==> src/rtl/lag_pl_tx_pkg.sv <==
// ---------------------------------------------------------------------------
// lag_pl_tx_pkg
//   Shared types for the physical-lane (PL) link blocks.
//   - fifo_elements_t : one flit as stored in a PL FIFO entry
//   - fifov_flags_t   : per-FIFO status flags shared with the receive side
//   - credit_width()  : bits needed to hold a credit count of 0..depth
// ---------------------------------------------------------------------------
package lag_pl_tx_pkg;

  localparam int FLIT_W = 16;

  typedef logic [FLIT_W-1:0] fifo_elements_t;

  typedef struct packed {
    logic full;
    logic empty;
  } fifov_flags_t;

  // Credit counters must represent every value from 0 up to the FIFO depth.
  function automatic int credit_width(input int depth);
    return $clog2(depth + 1);
  endfunction

endpackage

==> src/rtl/lag_pl_tx_credit_counter.sv <==
// ---------------------------------------------------------------------------
// lag_pl_tx_credit_counter
//   Per-lane credit counter for the PL transmit side. Starts at `size`
//   (downstream FIFO depth), counts down on a send and up on a returned
//   credit. A credit returned while already at `size` saturates the count
//   and sets a sticky error flag that only reset clears.
// Ports:
//   clk, rst_n  clock, asynchronous active-low reset
//   dec         a flit was sent on this lane this cycle
//   inc         downstream popped one flit from this lane this cycle
//   cnt         current credit count
//   nonzero     at least one credit available
//   at_max      count equals `size` (all credits home)
//   err         sticky: credit returned while already at `size`
// ---------------------------------------------------------------------------
module lag_pl_tx_credit_counter
  import lag_pl_tx_pkg::*;
#(
  parameter int size = 3
) (
  input  logic                          clk,
  input  logic                          rst_n,
  input  logic                          dec,
  input  logic                          inc,
  output logic [credit_width(size)-1:0] cnt,
  output logic                          nonzero,
  output logic                          at_max,
  output logic                          err
);

  localparam int            CW      = credit_width(size);
  localparam logic [CW-1:0] CNT_MAX = CW'(size);

  logic [CW-1:0] cnt_d, cnt_q;
  logic          err_d, err_q;

  // NOTE: every always_comb output gets a default first, so no path through
  // the block can leave it unassigned and infer a latch.
  always_comb begin
    cnt_d = cnt_q;
    err_d = err_q;
    unique case ({dec, inc})
      // dec is only ever asserted when the owner saw nonzero, so no underflow.
      2'b10: cnt_d = cnt_q - CW'(1);
      2'b01: begin
        if (cnt_q == CNT_MAX) err_d = 1'b1;
        else                  cnt_d = cnt_q + CW'(1);
      end
      default: ; // idle, or send and return in the same cycle: net zero
    endcase
  end

  // NOTE: state registers use non-blocking assignments so every flop samples
  // the pre-edge values, independent of statement order.
  always_ff @(posedge clk or negedge rst_n) begin
    if (!rst_n) begin
      cnt_q <= CNT_MAX;
      err_q <= 1'b0;
    end else begin
      cnt_q <= cnt_d;
      err_q <= err_d;
    end
  end

  assign cnt     = cnt_q;
  assign nonzero = (cnt_q != '0);
  assign at_max  = (cnt_q == CNT_MAX);
  assign err     = err_q;

endmodule

==> src/rtl/lag_pl_tx.sv <==
// ---------------------------------------------------------------------------
// lag_pl_tx
//   Transmit side of the credit-based physical-lane link. Each of the n lanes
//   owns a credit counter (initialised to the downstream FIFO depth `size`),
//   accepts a local flit whenever it holds a credit, and forwards it one
//   cycle later as a registered push into the matching downstream FIFO.
//   Lanes are fully independent.
// Ports:
//   clk, rst_n  clock, asynchronous active-low reset
//   in_valid    [n]   local flit offered on lane i
//   in_data     [n]   flit offered on lane i
//   in_ready    [n]   lane i has a credit (registered state only)
//   out_push    [n]   registered push to downstream FIFO[i]
//   out_data    [n]   registered flit to downstream FIFO[i]
//   credit_in   [n]   pulse: downstream FIFO[i] popped one flit
//   credits     CW*n  credit count per lane, lane i at [i*CW +: CW]
//   credit_err  [n]   sticky: credit returned while lane already full
//   idle        1     all credits home and no push in flight
// ---------------------------------------------------------------------------
module lag_pl_tx
  import lag_pl_tx_pkg::*;
#(
  parameter int size = 3,
  parameter int n    = 4
) (
  input  logic                            clk,
  input  logic                            rst_n,
  input  logic           [n-1:0]          in_valid,
  input  fifo_elements_t [n-1:0]          in_data,
  output logic           [n-1:0]          in_ready,
  output logic           [n-1:0]          out_push,
  output fifo_elements_t [n-1:0]          out_data,
  input  logic           [n-1:0]          credit_in,
  output logic [credit_width(size)*n-1:0] credits,
  output logic           [n-1:0]          credit_err,
  output logic                            idle
);

  localparam int CW = credit_width(size);

  logic [n-1:0] lane_full;

  for (genvar i = 0; i < n; i++) begin : pltx
    logic           xfer;
    logic [CW-1:0]  cnt;
    logic           nonzero;
    logic           push_d, push_q;
    fifo_elements_t data_d, data_q;

    // Ready depends only on the registered count, so a credit arriving while
    // empty is seen one cycle later, never combinationally.
    assign xfer = in_valid[i] & nonzero;

    lag_pl_tx_credit_counter #(.size(size)) u_cnt (
      .clk     (clk),
      .rst_n   (rst_n),
      .dec     (xfer),
      .inc     (credit_in[i]),
      .cnt     (cnt),
      .nonzero (nonzero),
      .at_max  (lane_full[i]),
      .err     (credit_err[i])
    );

    always_comb begin
      push_d = xfer;
      data_d = xfer ? in_data[i] : data_q;
    end

    always_ff @(posedge clk or negedge rst_n) begin
      if (!rst_n) begin
        push_q <= 1'b0;
        data_q <= '0;
      end else begin
        push_q <= push_d;
        data_q <= data_d;
      end
    end

    assign in_ready[i]            = nonzero;
    assign out_push[i]            = push_q;
    assign out_data[i]            = data_q;
    assign credits[i*CW +: CW]    = cnt;
  end

  assign idle = (&lane_full) & ~(|out_push);

endmodule

==> config.mk <==
export PLATFORM = sky130hd
export DESIGN_NAME = lag_pl_tx
export DESIGN_NICKNAME = d
export VERILOG_FILES = /design/src/rtl/lag_pl_tx_pkg.sv /design/src/rtl/lag_pl_tx_credit_counter.sv /design/src/rtl/lag_pl_tx.sv
export SDC_FILE = /design/constraint.sdc
export NUM_CORES = 1
export LEC_CHECK = 0
export CELL_PAD_IN_SITES_DETAIL_PLACEMENT = 1
export CELL_PAD_IN_SITES_GLOBAL_PLACEMENT = 1
export CORE_MARGIN = 8
export CORE_UTILIZATION = 32
export DETAILED_ROUTE_END_ITERATION = 7
export PLACE_DENSITY = 0.84
export SETUP_SLACK_MARGIN = 0.1
export SYNTH_ARGS = -nofsm -noshare
export SYNTH_HDL_FRONTEND = slang
export SYNTH_SLANG_ARGS = --single-unit
export TNS_END_PERCENT = 100
==> constraint.sdc <==
create_clock -name clk -period 1.59 [get_ports clk]
set_clock_uncertainty 0.05 [all_clocks]
set_input_delay 0.318 -clock clk [delete_from_list [all_inputs] [get_ports clk]]
set_output_delay 0.318 -clock clk [all_outputs]
set_load 0.01 [all_outputs]
==> qor.yml <==
routing:
  routed_wl_um: 11200
  first_pass_iters: 4
  drt_iter0_drc: 47
  via_count: 2564
  ant_nets: 0
  viasPerCell: 4.55
  wire_per_inst_um: 19.8
  drcViolationCount: 0
placement:
  place.gp.congestion: 0.688
  io_buffers: 158
  dpl.hpwl_um: 7570
  pre_cts_slack_ps: -537
synthesis:
  synth_adder_area_share_pct: 0
  synth_compound_area_share_pct: 3.47
  syn_avg_cell_area_um2: 15.2
  synthTopCellsByArea: "dfrtp_1, mux2_2, mux2_4"
  synthCells: 218
  syn_area_um2: 3320
  synthSimpleGateAreaFrac_pct: 5.77
  yosysTopAreaCell: "dfrtp_1"
  yosys_warnings: 0
  synthDistinctLibCells: 26
  synth_nets: 292
  synth-seq-area-share_pct: 60.7
  async_flop_share_pct: 100
  synth_xor_area_share_pct: 0.792
  synth-main-ff-cell: "dfrtp_1"
  synth_top_family_by_area: "multiplexers"
  ys_ff_latch: 80
  synthMuxAreaShare_pct: 24.1
  synth-edff-count: 0
  netlist.area_leader.share_pct: 54.3
clock_tree:
  root_buffer: "clkbuf_8"
  clk_pin_slew_ps: 80
  cts_htree_levels: 3
  clk_latency_ps: 340
  cts_tree: "yes"
  clock-sinks: 80
  clock_path_buffers: 2
  numCtsBuffers: 9
cells_and_area:
  drive_gt1_share_pct: 39.3
  finalNetCount: 497
  num_antenna_cells: 0
  final_cell_mix: "dlygate4sd2_1, dfrtp_1, clkdlybuf4s50_1, mux2_4, buf_6"
  syn_to_final_growth_pct: 77.0
  utilization_pct: 57.7
  mostFrequentLayoutCell: "dlygate4sd2_1"
die:
  io_pins: 159
  die_x_um: 118
  num_rows: 37
  die-area_um2: 13900
  core_um2: 10200
  die_h_um: 118
  start_util_pct: 32.6
global_routing:
  grt_max_degree: 31
  antenna_found_initial: 0
  grtUsageMet3_pct: 5.71
  use_met1_pct: 18.6
  grt_pass1_vias: 2980
  grt_util_all_layers_pct: 15.9
  busiest_layer: "met2"
  grt_use_met2_pct: 27.5
  grt_pass1_wl_um: 17600
  grt_overflow: 0
timing:
  fmax_ghz: 0.493
  hold_slack_ps: 400
  finalHoldViolCount: 0
  rsz0062_at_grt: "true"
  max_slew.worst_pin.slew_ps: 630
  fin_ws_ps: -439
  slew_violations: 0
  period_minus_slack_ps: 2030
  setup_viol: 21
  fin_setup_tns_ps: -2510
  fin_crit_sh_pct: 128
  timing.slew.headroom_pct: 58.0
critical_path:
  path_class: "flip-flop to primary output"
  critPathRequiredTime_ps: 1220
  startpoint_type: "flip-flop"
  endpoint_kind: "primary output"
  critPathArrivalTime_ps: 1660
  crit_start: "pltx[2].u_cnt.cnt[1]"
  rrSetupSlack_ps: -130
  reg2reg_from: "pltx[2].u_cnt.cnt[1]"
  path_max_fanout: 2
status:
  outcome: "finished with violations"
  failed_checks: "setup timing"
power_and_ir_drop:
  leakage_nw: 2.78
  total_power_w: 0.00993
  vdd_drop_max_uv: 881
  p_per_area_nw_per_um2: 1690
worst_hold_path:
  min-delay-path-class: "primary input to async pin"
run:
  maxCapViolCount: 0
[state kept, by name, indices dropped and copies added (netlist names)]
name and flops:
pltx.data_q 64, pltx.push_q 4, pltx.u_cnt.err 4, pltx.u_cnt.cnt 8
[layer usage]
metal  vias to the layer above  part of all wire (%)
li1                       1162                     -
met1                      1316                    41
met3                         2                   6.1
met4                         0                  0.17
met2                        84                    52
met5                         -                     0
[worst max-delay path, cell delays in order (launching register included)]
cell and delay (ps):
dfstp_2 540, or4b_4 470, nor4_4 130, buf_2 180
[power breakdown]
part	internal (W)	total (W)	leakage (nW)	switching, W
Clock	0.000702	0.00143	0.0910	0.000729
Sequential	0.00290	0.00333	0.919	0.000432
Combinational	0.00305	0.00517	1.77	0.00211
Total	0.00665	0.00993	2.78	0.00328
[synth_stat cells (2+ instances only)]
library cell  instances
o21ai_0               6
inv_1                 8
o211ai_1              2
buf_4                12
mux2_2               46
xor2_1                3
nand2_1               7
o21bai_1              3
nand2_4               4
dfrtp_1              72
dfstp_2               8
or2_4                 4
a21oi_1               6
buf_6                 3
mux2_4               18
nand2b_1              6
[area by class of cell]
type	instances	area (um^2)
Inverter	8	30.0
Timing Repair Buffer	202	1960
Sequential cell	80	2010
Fill cell	1030	4310
Tap cell	136	170
Multi-Input combinational cell	122	1520
Clock buffer	16	180
[path summary, 6_finish.rpt]
| check | end | cells after the start |
|---|---|---|
| worst min register to register | pltx[1].u_cnt.err | 1 |
| min in group clk | pltx[1].u_cnt.err | 1 |
| worst min-delay path | pltx[1].data_q[0] | 2 |
| max in group asynchronous | pltx[3].data_q[5] | 3 |
| worst max register to register | pltx[2].data_q[5] | 7 |
| worst max-delay path | idle | 3 |
[cells by family after synthesis]
kind of cell,after synthesis
mux,65
buf+inv,24
xor+xnor,3
simple gates,27
compound gates,19
flops,80
[timing repair]
item / in CTS / in global routing
gates resized for setup: 228 / 28
endpoints found under the setup margin: 150 / 84
hold buffers: 1 / 0
gates cloned: 8 / 0
pin swaps: 2 / 6
setup buffers: 10 / 16
hold endpoints to repair: 19 / 0
[metrics by stage]
step	cell area [um^2]	std cells
floorplan	3330	218
global placement	5160	522
detailed placement	5160	522
CTS	5770	556
global route	5870	564
finish	5870	564
(Power assumes the default switching activity.)
